File: src/rtl/prog_loader_if.sv
// Byte-stream input and instruction-memory write port of the program loader.
interface prog_loader_if;
  logic       in_valid;
  logic [7:0] in_data;
  logic       in_ready;
  logic       mem_we;
  logic [7:0] mem_addr;
  logic [7:0] mem_wdata;

  // Loader side: consumes the stream, drives the memory write port.
  modport slave (
    input  in_valid, in_data,
    output in_ready, mem_we, mem_addr, mem_wdata
  );

  // Source/memory side: produces the stream, observes the writes.
  modport master (
    output in_valid, in_data,
    input  in_ready, mem_we, mem_addr, mem_wdata
  );
endinterface

File: src/rtl/prog_loader.sv
// Program image loader: receives a framed image (LEN, payload, CHK) and writes
// the payload to instruction memory from address 0. The CPU is held in reset
// until a frame with a good checksum has been written.
module prog_loader #(
  parameter int UUID = 0,
  parameter     NAME = ""
) (
  input  logic          clk,
  input  logic          rst,
  input  logic          start,
  prog_loader_if.slave  bus,
  output logic          cpu_hold,
  output logic          busy,
  output logic          done,
  output logic          error
);

  typedef enum logic [2:0] {
    S_IDLE,
    S_LEN,
    S_DATA,
    S_CHK,
    S_DONE,
    S_ERR
  } state_t;

  state_t     state_q, state_d;
  logic [8:0] cnt_q, cnt_d;        // payload bytes still to come; 256 fits
  logic [7:0] sum_q, sum_d;
  logic [7:0] addr_q, addr_d;
  logic       in_ready_q, in_ready_d;
  logic       mem_we_q, mem_we_d;
  logic [7:0] mem_addr_q, mem_addr_d;
  logic [7:0] mem_wdata_q, mem_wdata_d;
  logic       cpu_hold_q, cpu_hold_d;
  logic       busy_q, busy_d;
  logic       done_q, done_d;
  logic       error_q, error_d;

  logic       xfer;
  logic [7:0] chk_sum;

  assign xfer    = bus.in_valid && in_ready_q;
  assign chk_sum = sum_q + bus.in_data;

  // Next-state and next-output computation for the frame FSM.
  always_comb begin
    state_d     = state_q;
    cnt_d       = cnt_q;
    sum_d       = sum_q;
    addr_d      = addr_q;
    in_ready_d  = in_ready_q;
    mem_we_d    = 1'b0;
    mem_addr_d  = mem_addr_q;
    mem_wdata_d = mem_wdata_q;
    cpu_hold_d  = cpu_hold_q;
    busy_d      = busy_q;
    done_d      = done_q;
    error_d     = error_q;

    case (state_q)
      S_IDLE, S_DONE, S_ERR: begin
        if (start) begin
          state_d    = S_LEN;
          done_d     = 1'b0;
          error_d    = 1'b0;
          cpu_hold_d = 1'b1;
          busy_d     = 1'b1;
          in_ready_d = 1'b1;
        end
      end
      S_LEN: begin
        if (xfer) begin
          cnt_d   = (bus.in_data == 8'd0) ? 9'd256 : {1'b0, bus.in_data};
          sum_d   = bus.in_data;
          addr_d  = '0;
          state_d = S_DATA;
        end
      end
      S_DATA: begin
        if (xfer) begin
          mem_we_d    = 1'b1;
          mem_addr_d  = addr_q;
          mem_wdata_d = bus.in_data;
          sum_d       = sum_q + bus.in_data;
          addr_d      = addr_q + 8'd1;
          cnt_d       = cnt_q - 9'd1;
          if (cnt_q == 9'd1) begin
            state_d = S_CHK;
          end
        end
      end
      S_CHK: begin
        if (xfer) begin
          in_ready_d = 1'b0;
          busy_d     = 1'b0;
          if (chk_sum == 8'd0) begin
            state_d    = S_DONE;
            done_d     = 1'b1;
            cpu_hold_d = 1'b0;
          end else begin
            state_d    = S_ERR;
            error_d    = 1'b1;
          end
        end
      end
      default: begin
        state_d    = S_IDLE;
        in_ready_d = 1'b0;
        busy_d     = 1'b0;
        cpu_hold_d = 1'b1;
      end
    endcase
  end

  // State and registered outputs; reset parks the loader with the CPU held.
  always_ff @(posedge clk or negedge rst) begin
    if (!rst) begin
      state_q     <= S_IDLE;
      cnt_q       <= '0;
      sum_q       <= '0;
      addr_q      <= '0;
      in_ready_q  <= 1'b0;
      mem_we_q    <= 1'b0;
      mem_addr_q  <= '0;
      mem_wdata_q <= '0;
      cpu_hold_q  <= 1'b1;
      busy_q      <= 1'b0;
      done_q      <= 1'b0;
      error_q     <= 1'b0;
    end else begin
      state_q     <= state_d;
      cnt_q       <= cnt_d;
      sum_q       <= sum_d;
      addr_q      <= addr_d;
      in_ready_q  <= in_ready_d;
      mem_we_q    <= mem_we_d;
      mem_addr_q  <= mem_addr_d;
      mem_wdata_q <= mem_wdata_d;
      cpu_hold_q  <= cpu_hold_d;
      busy_q      <= busy_d;
      done_q      <= done_d;
      error_q     <= error_d;
    end
  end

  assign bus.in_ready  = in_ready_q;
  assign bus.mem_we    = mem_we_q;
  assign bus.mem_addr  = mem_addr_q;
  assign bus.mem_wdata = mem_wdata_q;
  assign cpu_hold      = cpu_hold_q;
  assign busy          = busy_q;
  assign done          = done_q;
  assign error         = error_q;

endmodule

File: src/flat_wrapper.sv
// flat-port wrapper written by rule: the top's interface ports become plain ports
module prog_loader_flat 
#(
  parameter int UUID = 0,
  parameter     NAME = ""
)
  (clk, rst, start, cpu_hold, busy, done, error, bus_in_valid, bus_in_data, bus_in_ready, bus_mem_we, bus_mem_addr, bus_mem_wdata);
  prog_loader_if bus_i ();
  input  logic clk;
  input  logic rst;
  input  logic start;
  output logic cpu_hold;
  output logic busy;
  output logic done;
  output logic error;
  input wire logic [$bits(bus_i.in_valid)-1:0] bus_in_valid;
  input wire logic [$bits(bus_i.in_data)-1:0] bus_in_data;
  output wire logic [$bits(bus_i.in_ready)-1:0] bus_in_ready;
  output wire logic [$bits(bus_i.mem_we)-1:0] bus_mem_we;
  output wire logic [$bits(bus_i.mem_addr)-1:0] bus_mem_addr;
  output wire logic [$bits(bus_i.mem_wdata)-1:0] bus_mem_wdata;
  assign bus_i.in_valid = bus_in_valid;
  assign bus_i.in_data = bus_in_data;
  assign bus_in_ready = bus_i.in_ready;
  assign bus_mem_we = bus_i.mem_we;
  assign bus_mem_addr = bus_i.mem_addr;
  assign bus_mem_wdata = bus_i.mem_wdata;
  prog_loader #(.UUID(UUID), .NAME(NAME)) u_core (.clk(clk), .rst(rst), .start(start), .bus(bus_i), .cpu_hold(cpu_hold), .busy(busy), .done(done), .error(error));
endmodule
File: config.mk
export PLATFORM = sky130hd
export DESIGN_NAME = prog_loader_flat
export DESIGN_NICKNAME = d
export VERILOG_FILES = /design/src/rtl/prog_loader_if.sv /design/src/rtl/prog_loader.sv /design/src/flat_wrapper.sv
export SDC_FILE = /design/constraint.sdc
export NUM_CORES = 1
export LEC_CHECK = 0
export CAP_MARGIN = 5
export CORE_MARGIN = 10
export CORE_UTILIZATION = 53
export CTS_CLUSTER_SIZE = 40
export DETAILED_ROUTE_END_ITERATION = 7
export PLACE_DENSITY = 0.83
export SETUP_SLACK_MARGIN = 0.1
export SYNTH_ARGS = -nofsm -noshare
export SYNTH_HDL_FRONTEND = slang
export SYNTH_SLANG_ARGS = --single-unit
File: constraint.sdc
create_clock -name clk -period 2.9 [get_ports clk]
set_input_delay 0.29 -clock clk [delete_from_list [all_inputs] [get_ports clk]]
set_output_delay 0.29 -clock clk [all_outputs]
set_load 0.05 [all_outputs]
==> After elaboration in Yosys (flattened, before gate mapping) <==
Cells that the tools add are included.
{ "word_totals": {"regBits": 49, "out_inout_bits": 22} }
{ "op_classes": {"add_sub_neg": 3, "eq_ne": 13, "muxes": 32, "n_bitwise": 1, "reduce_logical": 15} }
{ "ops": {"columns": ["cell", "count"], "rows": [
  ["8-bit two-way mux", 4],
  ["8-bit one-hot mux with 2 select lines", 2],
  ["9-bit two-way mux", 3],
  ["9-bit one-hot mux with 2 select lines", 1],
  ["8-bit logical NOT", 2],
  ["3-bit two-way mux", 5],
  ["1-bit two-way mux", 12],
  ["3-bit one-hot mux with 4 select lines", 1],
  ["4-bit AND reduction", 3],
  ["2-bit by 1-bit inequality test with 1-bit output, second input constant", 5],
  ["9-bit by 1-bit == test with 1-bit output, second input constant", 1],
  ["9-bit by 1-bit subtractor with 9-bit output, second input constant", 1],
  ["8-bit by 1-bit adder with 8-bit output, second input constant", 1],
  ["8-bit adder", 1],
  ["3-bit by 2-bit == test with 1-bit output, second input constant", 2],
  ["3-bit == test, second input constant", 2],
  ["1-bit one-hot mux with 3 select lines", 2],
  ["3-bit AND reduction", 2],
  ["5-bit AND reduction", 1],
  ["2-bit inequality test, second input constant", 2],
  ["1-bit one-hot mux with 2 select lines", 2],
  ["2-bit nonzero test", 2],
  ["3-bit by 1-bit == test with 1-bit output, second input constant", 1],
  ["3-bit logical NOT", 1],
  ["5 further kinds", 5]
]} }

==> Longest topological paths before layout <==
Gate-level depths: netlist of run 1.
{ "logic_depth": {"word_depth": 5, "ltp_mapped": 7} }

==> Worst setup path after synthesis of run 1 <==
OpenSTA, ideal clock, no wires.
{ "synth_timing": {"path_type": "register -> register", "start": "reg u_core.sum_q[0]", "end": "reg u_core.error_q, in the netlist u_core.error", "t_arrival_ns": 2.063, "setup_slack_ns": 0.712, "path_stages_with_launch": 8, "n_path_buf": 0, "cell_sequence": "dfrtp_1 -> ha_1 -> fa_1 -> a211o_1 -> a21o_1 -> a221oi_2 -> and4b_4 -> o21ai_2"} }
{ "synth_via": {"elab_chain_cells": 4} }
{ "synth_lines": {"columns": ["element", "line_no", "source"], "rows": [
  ["start: declaration", "prog_loader.sv:29", "logic [7:0] sum_q, sum_d;"],
  ["start signal: assignment", "prog_loader.sv:134", "sum_q <= sum_d;"],
  ["8-bit adder", "prog_loader.sv:44", "assign chk_sum = sum_q + bus.in_data;"],
  ["8-bit logical NOT", "prog_loader.sv:97", "if (chk_sum == 8'd0) begin"],
  ["2-bit inequality test (no source line)", null, null],
  ["4-bit AND reduction (no source line)", null, null],
  ["end signal: assignment", "prog_loader.sv:143", "error_q <= error_d;"],
  ["end: declaration", "prog_loader.sv:38", "logic error_q, error_d;"]
]} }
No other way between the ends.
A chain may end at the register's enable or synchronous reset.

==> Worst setup path after layout of run 1 <==
{ "layout_timing": {"start": "in bus_in_data[0]", "end": "reg u_core.error_q, in the netlist u_core.error"} }
{ "layout_via": {"elab_chain_cells": 4} }
{ "layout_lines": {"columns": ["element", "line_no", "source"], "rows": [
  ["start: declaration", "flat_wrapper.sv:17", "input wire logic [$bits(bus_i.in_data)-1:0] bus_in_data;"],
  ["8-bit adder", "prog_loader.sv:44", null],
  ["8-bit logical NOT", "prog_loader.sv:97", null],
  ["2-bit inequality test (no source line)", null, null],
  ["4-bit AND reduction (no source line)", null, null]
]} }
No other way between the ends.

==> flow_metrics.py, run 1 <==
metrics = {
    "run_status": {
        "outcome": "completed",
    },
    "cells_and_area": {
        "drive_gt1_share_pct": 7.72,
        "fin_util_pct": 66.1,
        "syn2layout_area_growth_pct": 18.5,
        "final_common_cell": "nand2_1",
        "num-fill-cells": 429,
        "nets": 359,
        "n_antenna_cell": 0,
        "layout_common_cells": "nand2_1, dfrtp_1, clkdlybuf4s50_1, o21ai_0, nor2_1",
    },
    "setup_path": {
        "crit_fanout": 5,
        "cp_data_required_time_ps": 3090,
        "max_stage_delay_ps": 440,
        "slowest_stage": "clkdlybuf4s50_1",
        "crit_family": "compound AO/OA/AOI/OAI gates",
        "crit_chain": "clkdlybuf4s50_1, ha_1, fa_1, a211o_1, a21o_1, a221oi_2, and4b_4, o21ai_2",
        "cp-start-kind": "primary input",
        "cp_num_buf_inv": 1,
        "critical_path_class": "primary input to register",
        "critPathArrivalTime_ps": 2600,
        "cp-end-kind": "register",
    },
    "placed_design": {
        "gp_congestion": 0.828,
        "hpwl_mm": 4.41,
        "port_buffers": 33,
    },
    "logic_synthesis": {
        "synthesis.nets": 329,
        "synthCells": 306,
        "synth.distinct_cells": 52,
        "async_flop_share_pct": 100,
        "ys_seq_elements": 49,
        "synth_seq_area_share_pct": 45.7,
        "avgSynthCellArea_um2": 8.77,
        "synth_area_um2": 2690,
        "synth_edf_count": 0,
        "synthFlopType": "dfrtp_1",
        "ys.warnings.count": 0,
    },
    "global_routing": {
        "grt_max_degree": 50,
        "grt.total_usage_pct": 15.3,
        "grt_pass1_vias": 2257,
        "antenna_found_initial": 0,
        "grt_pass1_wl_mm": 10.9,
        "grt_overflow": 0,
    },
    "clock_network": {
        "cts_buffers": 5,
        "cts_buffer_depth": 2,
        "htree_levels": 2,
        "cts.sinks": 49,
        "path_clk_slew_ps": 90,
        "cts-resized-gates": 0,
        "clk-insertion-delay-late_ps": 310,
        "cts_tree": "done",
        "postCtsSetupRepairBufs": 0,
        "cts-root-buf": "clkbuf_8",
        "cts_hold_buf": 0,
    },
    "drt": {
        "wl_per_cell_um": 15.1,
        "routed-via-count": 2332,
        "first_pass_iters": 4,
        "wirelength_mm": 6.10,
        "viasPerCell": 5.77,
        "ant_nets": 0,
        "drtIter0Drc": 169,
        "drc_errors": 0,
    },
    "floorplan": {
        "die_height_um": 91.2,
        "initial_utilization_pct": 55.7,
        "row_count": 25,
        "core_region_area_um2": 4820,
        "io_pins": 34,
        "die_area_um2": 8310,
        "die_width_um": 91.2,
    },
    "power": {
        "power_mw": 3.02,
        "powerDensity_nw_per_um2": 949,
        "ir_worst_vdd_mv": 0.567,
        "leakage_nw": 1.44,
    },
    "timing": {
        "setup_viol": 0,
        "skew_ps": 8.72,
        "rsz0062_at_grt": "false",
        "final_max_slew_viol_count": 0,
        "fmax_mhz": 416,
        "max_slew_margin_pct": 26.9,
        "finalSetupTns_ps": 0,
        "worst_slew_pin_slew_ps": 1100,
        "fin_crit_sh_pct": 82.9,
        "final_hold_viol_count": 0,
        "period_needed_ps": 2400,
    },
    "worst_hold_path": {
        "worstHoldPathType": "primary input to asynchronous set/reset pin",
    },
    "flow_run": {
        "cap_violations": 0,
    },
}
==> through the flow <==
stage / worst slack, ps / hold slack (ps) / area [um^2] / cells
final: 496 / 194 / 3180 / 404
after global routing: 416 / 266 / 3180 / 404
after CTS: 515 / 229 / 3180 / 404
after detailed placement: 187 / 462 / 3070 / 396
after global placement: 251 / 457 / 3070 / 396
after floorplan: 712 / -5.59 / 2690 / 306
==> routing by layer <==
layer / wire [um] / up-vias / global-route usage [%]
li1: - / 1138 / -
met1: 2750 / 1123 / 19.5
met2: 2870 / 64 / 24.8
met3: 417 / 7 / 4.53
met4: 59 / 0 / 3.66
met5: 0 / - / 0
==> Yosys cell counts (2+ instances only) <==
cell type,count,area (um^2)
o2bb2ai_1,4,35.0
and3_1,4,25.0
nor2_1,16,60.1
o21ai_2,2,17.5
clkbuf_1,6,22.5
a21o_1,3,22.5
or2_2,2,12.5
ha_1,10,125
o21ai_1,12,60.1
a211oi_1,2,15.0
xnor2_1,2,17.5
o211ai_1,7,52.6
a211o_1,2,17.5
nor3b_1,2,15.0
a22o_1,2,17.5
nand2_1,83,312
nand3_1,6,30.0
a22oi_1,2,15.0
buf_2,8,40.0
nor4_1,3,18.8
o21a_1,3,22.5
inv_1,6,22.5
or3_1,2,12.5
nand2b_1,2,12.5
nor3b_2,2,25.0
nor3_1,5,25.0
a21boi_0,2,15.0
o21ai_0,18,90.1
a21oi_1,11,55.1
xor2_1,3,26.3
dfrtp_1,48,1200
a31oi_1,6,37.5
==> layout make-up <==
class                      instances  area [um^2]  area share [%]
tap                               67         83.8            2.63
multi-input combinational        235         1370            42.9
timing repair buffer              38          363            11.4
sequential                        49         1230            38.6
inverter                           7         26.3           0.825
clock buffer                       7         86.3            2.71
clock inverter                     1         30.0           0.943
==> logic make-up after synthesis <==
kind of cell | Yosys count | synth area share (%)
AND/OR/NAND/NOR | 134 | 22.6
AO/OA/AOI/OAI | 85 | 21.1
flip-flops | 49 | 45.7
buffers and inverters | 22 | 3.59
adder cells (fa/ha/maj) | 11 | 5.41
XOR/XNOR | 5 | 1.63
==> path summary, 6_finish.rpt <==
path	end	slack, ps	cells past startpoint	startpoint
setup / recovery	u_core.error	500	8	bus_in_data[0]
hold / removal	u_core.bus.mem_wdata[5]	190	1	rst
setup reg to reg	u_core.error	550	7	u_core.sum_q[0]
hold reg to reg	u_core.bus.mem_addr[4]	480	2	u_core.bus.mem_addr[4]
max in group asynchronous	u_core.bus.mem_wdata[4]	2040	1	rst
min in group clk	u_core.bus.mem_addr[4]	480	2	u_core.bus.mem_addr[4]
==> sequential cells by signal, indices dropped and copies added (netlist names) <==
| register | flops |
|---|---|
| u_core.bus.mem_wdata | 8 |
| u_core.bus.mem_addr | 8 |
| u_core.error | 1 |
| u_core.bus.mem_we | 1 |
| u_core.addr_q | 8 |
| u_core.sum_q | 8 |
| u_core.cpu_hold | 1 |
| u_core.state_q | 3 |
| u_core.cnt_q | 9 |
| u_core.done | 1 |
| u_core.busy | 1 |
==> power by group <==
group	leakage [nW]	total [mW]	internal (mW)	switching, mW
Sequential	0.631	1.07	0.878	0.188
Clock	0.0585	0.505	0.281	0.224
Combinational	0.749	1.45	0.557	0.893
Total	1.44	3.02	1.72	1.31
==> worst register-to-register path: cells and delay by family (launching register included) <==
| kind | cells | cell delay, ps |
|---|---|---|
| compound gates | 4 | 880 |
| fa+ha+maj | 2 | 640 |
| flops | 1 | 400 |
| simple gates | 1 | 310 |
Power figures use the tool's default switching activity.
==> run 2, diff against run 1 <==
==> constraint.sdc (replaced) <==
create_clock -name clk -period 2.4 [get_ports clk]
set_input_delay 0.24 -clock clk [delete_from_list [all_inputs] [get_ports clk]]
set_output_delay 0.24 -clock clk [all_outputs]
set_load 0.05 [all_outputs]
==> flow_metrics.py, run 2 (synthesis results as in run 1) <==
metrics = {
    "run_status": {
        "outcome": "completed",
    },
    "timing": {
        "period_needed_ps": 2220,
        "final_max_slew_viol_count": 0,
        "skew_ps": 10.6,
        "finalSetupTns_ps": 0,
        "fmax_mhz": 451,
        "worst_slack_ps": 183,
        "fin_crit_sh_pct": 92.4,
        "fin_hold_ws_ps": 14.0,
        "max_slew_margin_pct": 55.1,
        "setup_viol": 0,
        "worst_slew_pin_slew_ps": 674,
        "final_hold_viol_count": 0,
        "rsz0062_at_grt": "false",
    },
    "placed_design": {
        "pre_cts_ws_ps": -241,
        "placed_area_um2": 3160,
        "port_buffers": 33,
        "gp_congestion": 0.847,
        "hpwl_mm": 4.52,
    },
    "drt": {
        "drtIter0Drc": 199,
        "ant_nets": 0,
        "drc_errors": 0,
        "routed-via-count": 2416,
        "first_pass_iters": 4,
        "wl_per_cell_um": 15.4,
        "wirelength_mm": 6.45,
        "viasPerCell": 5.77,
    },
    "setup_path": {
        "cp-start-kind": "register",
        "critPathArrivalTime_ps": 2410,
        "cp_data_required_time_ps": 2590,
        "critical_path_class": "register to register",
        "slowest_stage": "dfrtp_1",
        "crit_family": "compound AO/OA/AOI/OAI gates",
        "max_stage_delay_ps": 400,
        "cp-end-kind": "register",
        "r2r_setup_slack_ps": 180,
        "cp_num_buf_inv": 0,
        "reg2reg_from": "u_core.sum_q[0]",
        "crit_chain": "ha_2, fa_2, a211o_1, a21o_1, a221oi_4, and4b_4, o21ai_2",
        "cp-startpoint": "u_core.sum_q[0]",
        "crit_fanout": 3,
    },
    "floorplan": {
        "row_count": 25,
        "initial_utilization_pct": 55.7,
        "io_pins": 34,
        "die_height_um": 91.2,
        "die_area_um2": 8310,
        "die_width_um": 91.2,
        "core_region_area_um2": 4820,
    },
    "cells_and_area": {
        "largest_reg_flops": 9,
        "layout_common_cells": "nand2_1, dfrtp_1, clkdlybuf4s50_1, buf_4, o21ai_0",
        "fin_util_pct": 69.0,
        "design_area_um2": 3320,
        "largest-register": "u_core.cnt_q",
        "final_common_cell": "nand2_1",
        "n_antenna_cell": 0,
        "nets": 374,
        "drive_gt1_share_pct": 12.2,
        "syn2layout_area_growth_pct": 23.8,
    },
    "global_routing": {
        "grt_pass1_vias": 2393,
        "grt.total_usage_pct": 15.9,
        "grt_pass1_wl_mm": 11.4,
        "grt_overflow": 0,
        "grt_max_degree": 50,
        "antenna_found_initial": 0,
    },
    "power": {
        "leakage_nw": 1.52,
        "ir_worst_vdd_mv": 0.719,
        "powerDensity_nw_per_um2": 1160,
    },
    "flow_run": {
        "cap_violations": 0,
    },
    "clock_network": {
        "clk-insertion-delay-late_ps": 310,
        "cts_buffer_depth": 2,
        "cts.sinks": 49,
        "cts_hold_buf": 0,
        "cts_buffers": 5,
        "cts_tree": "done",
        "cts-root-buf": "clkbuf_8",
        "path_clk_slew_ps": 90,
        "htree_levels": 2,
    },
    "worst_hold_path": {
        "worstHoldPathType": "primary input to asynchronous set/reset pin",
    },
}
run 2: area by class of cell:
| class | instances | area (um^2) |
|---|---|---|
| Fill cell | 408 | 1490 |
| Multi-Input combinational cell | 235 | 1400 |
| Sequential cell | 49 | 1230 |
| Timing Repair Buffer | 53 | 475 |
| Clock buffer | 7 | 86.3 |
| Tap cell | 67 | 83.8 |
| Clock inverter | 1 | 30.0 |
| Inverter | 7 | 26.3 |
run 2: where the power goes:
part	internal (mW)	switching (mW)	total (mW)
clock network	0.340	0.280	0.620
registers	1.06	0.234	1.29
logic	0.795	1.15	1.95
run 2: metrics by stage:
stage / total power, mW / instances
global route: 4.14 / 419
finish: 3.86 / 419
CTS: 3.78 / 418
detailed placement: 3.14 / 408
global placement: 3.07 / 408
floorplan: 2.58 / 306
run 2: what timing repair did:
| item | CTS | global route |
|---|---|---|
| resized for setup | 1 | 3 |
| endpoints found under the hold margin | 0 | 0 |
| pin swaps | 4 | 5 |
| buffers inserted | 2 | 1 |
| endpoints found under the setup margin | 2 | 5 |
run 2: worst paths after layout:
kind                                                end  cells past startpoint
worst max-delay path                       u_core.error                      7
worst min register to register   u_core.bus.mem_addr[2]                      2
worst max register to register             u_core.error                      7
worst min-delay path            u_core.bus.mem_wdata[0]                      2
min in group clk                 u_core.bus.mem_addr[2]                      2
max in group asynchronous                   u_core.done                      2
run 2: worst reg2reg max path: stages, from the launching register on:
cell	delay (ps)
dfrtp_1	400
ha_2	190
fa_2	340
a211o_1	280
a21o_1	210
a221oi_4	300
and4b_4	310
o21ai_2	60
run 2: routing by layer:
| metal | GRT usage, % | wire [um] |
|---|---|---|
| met1 | 20.7 | 2770 |
| met2 | 25.4 | 3100 |
| met3 | 4.12 | 515 |
| met4 | 4.70 | 68 |
| met5 | 0 | 0 |
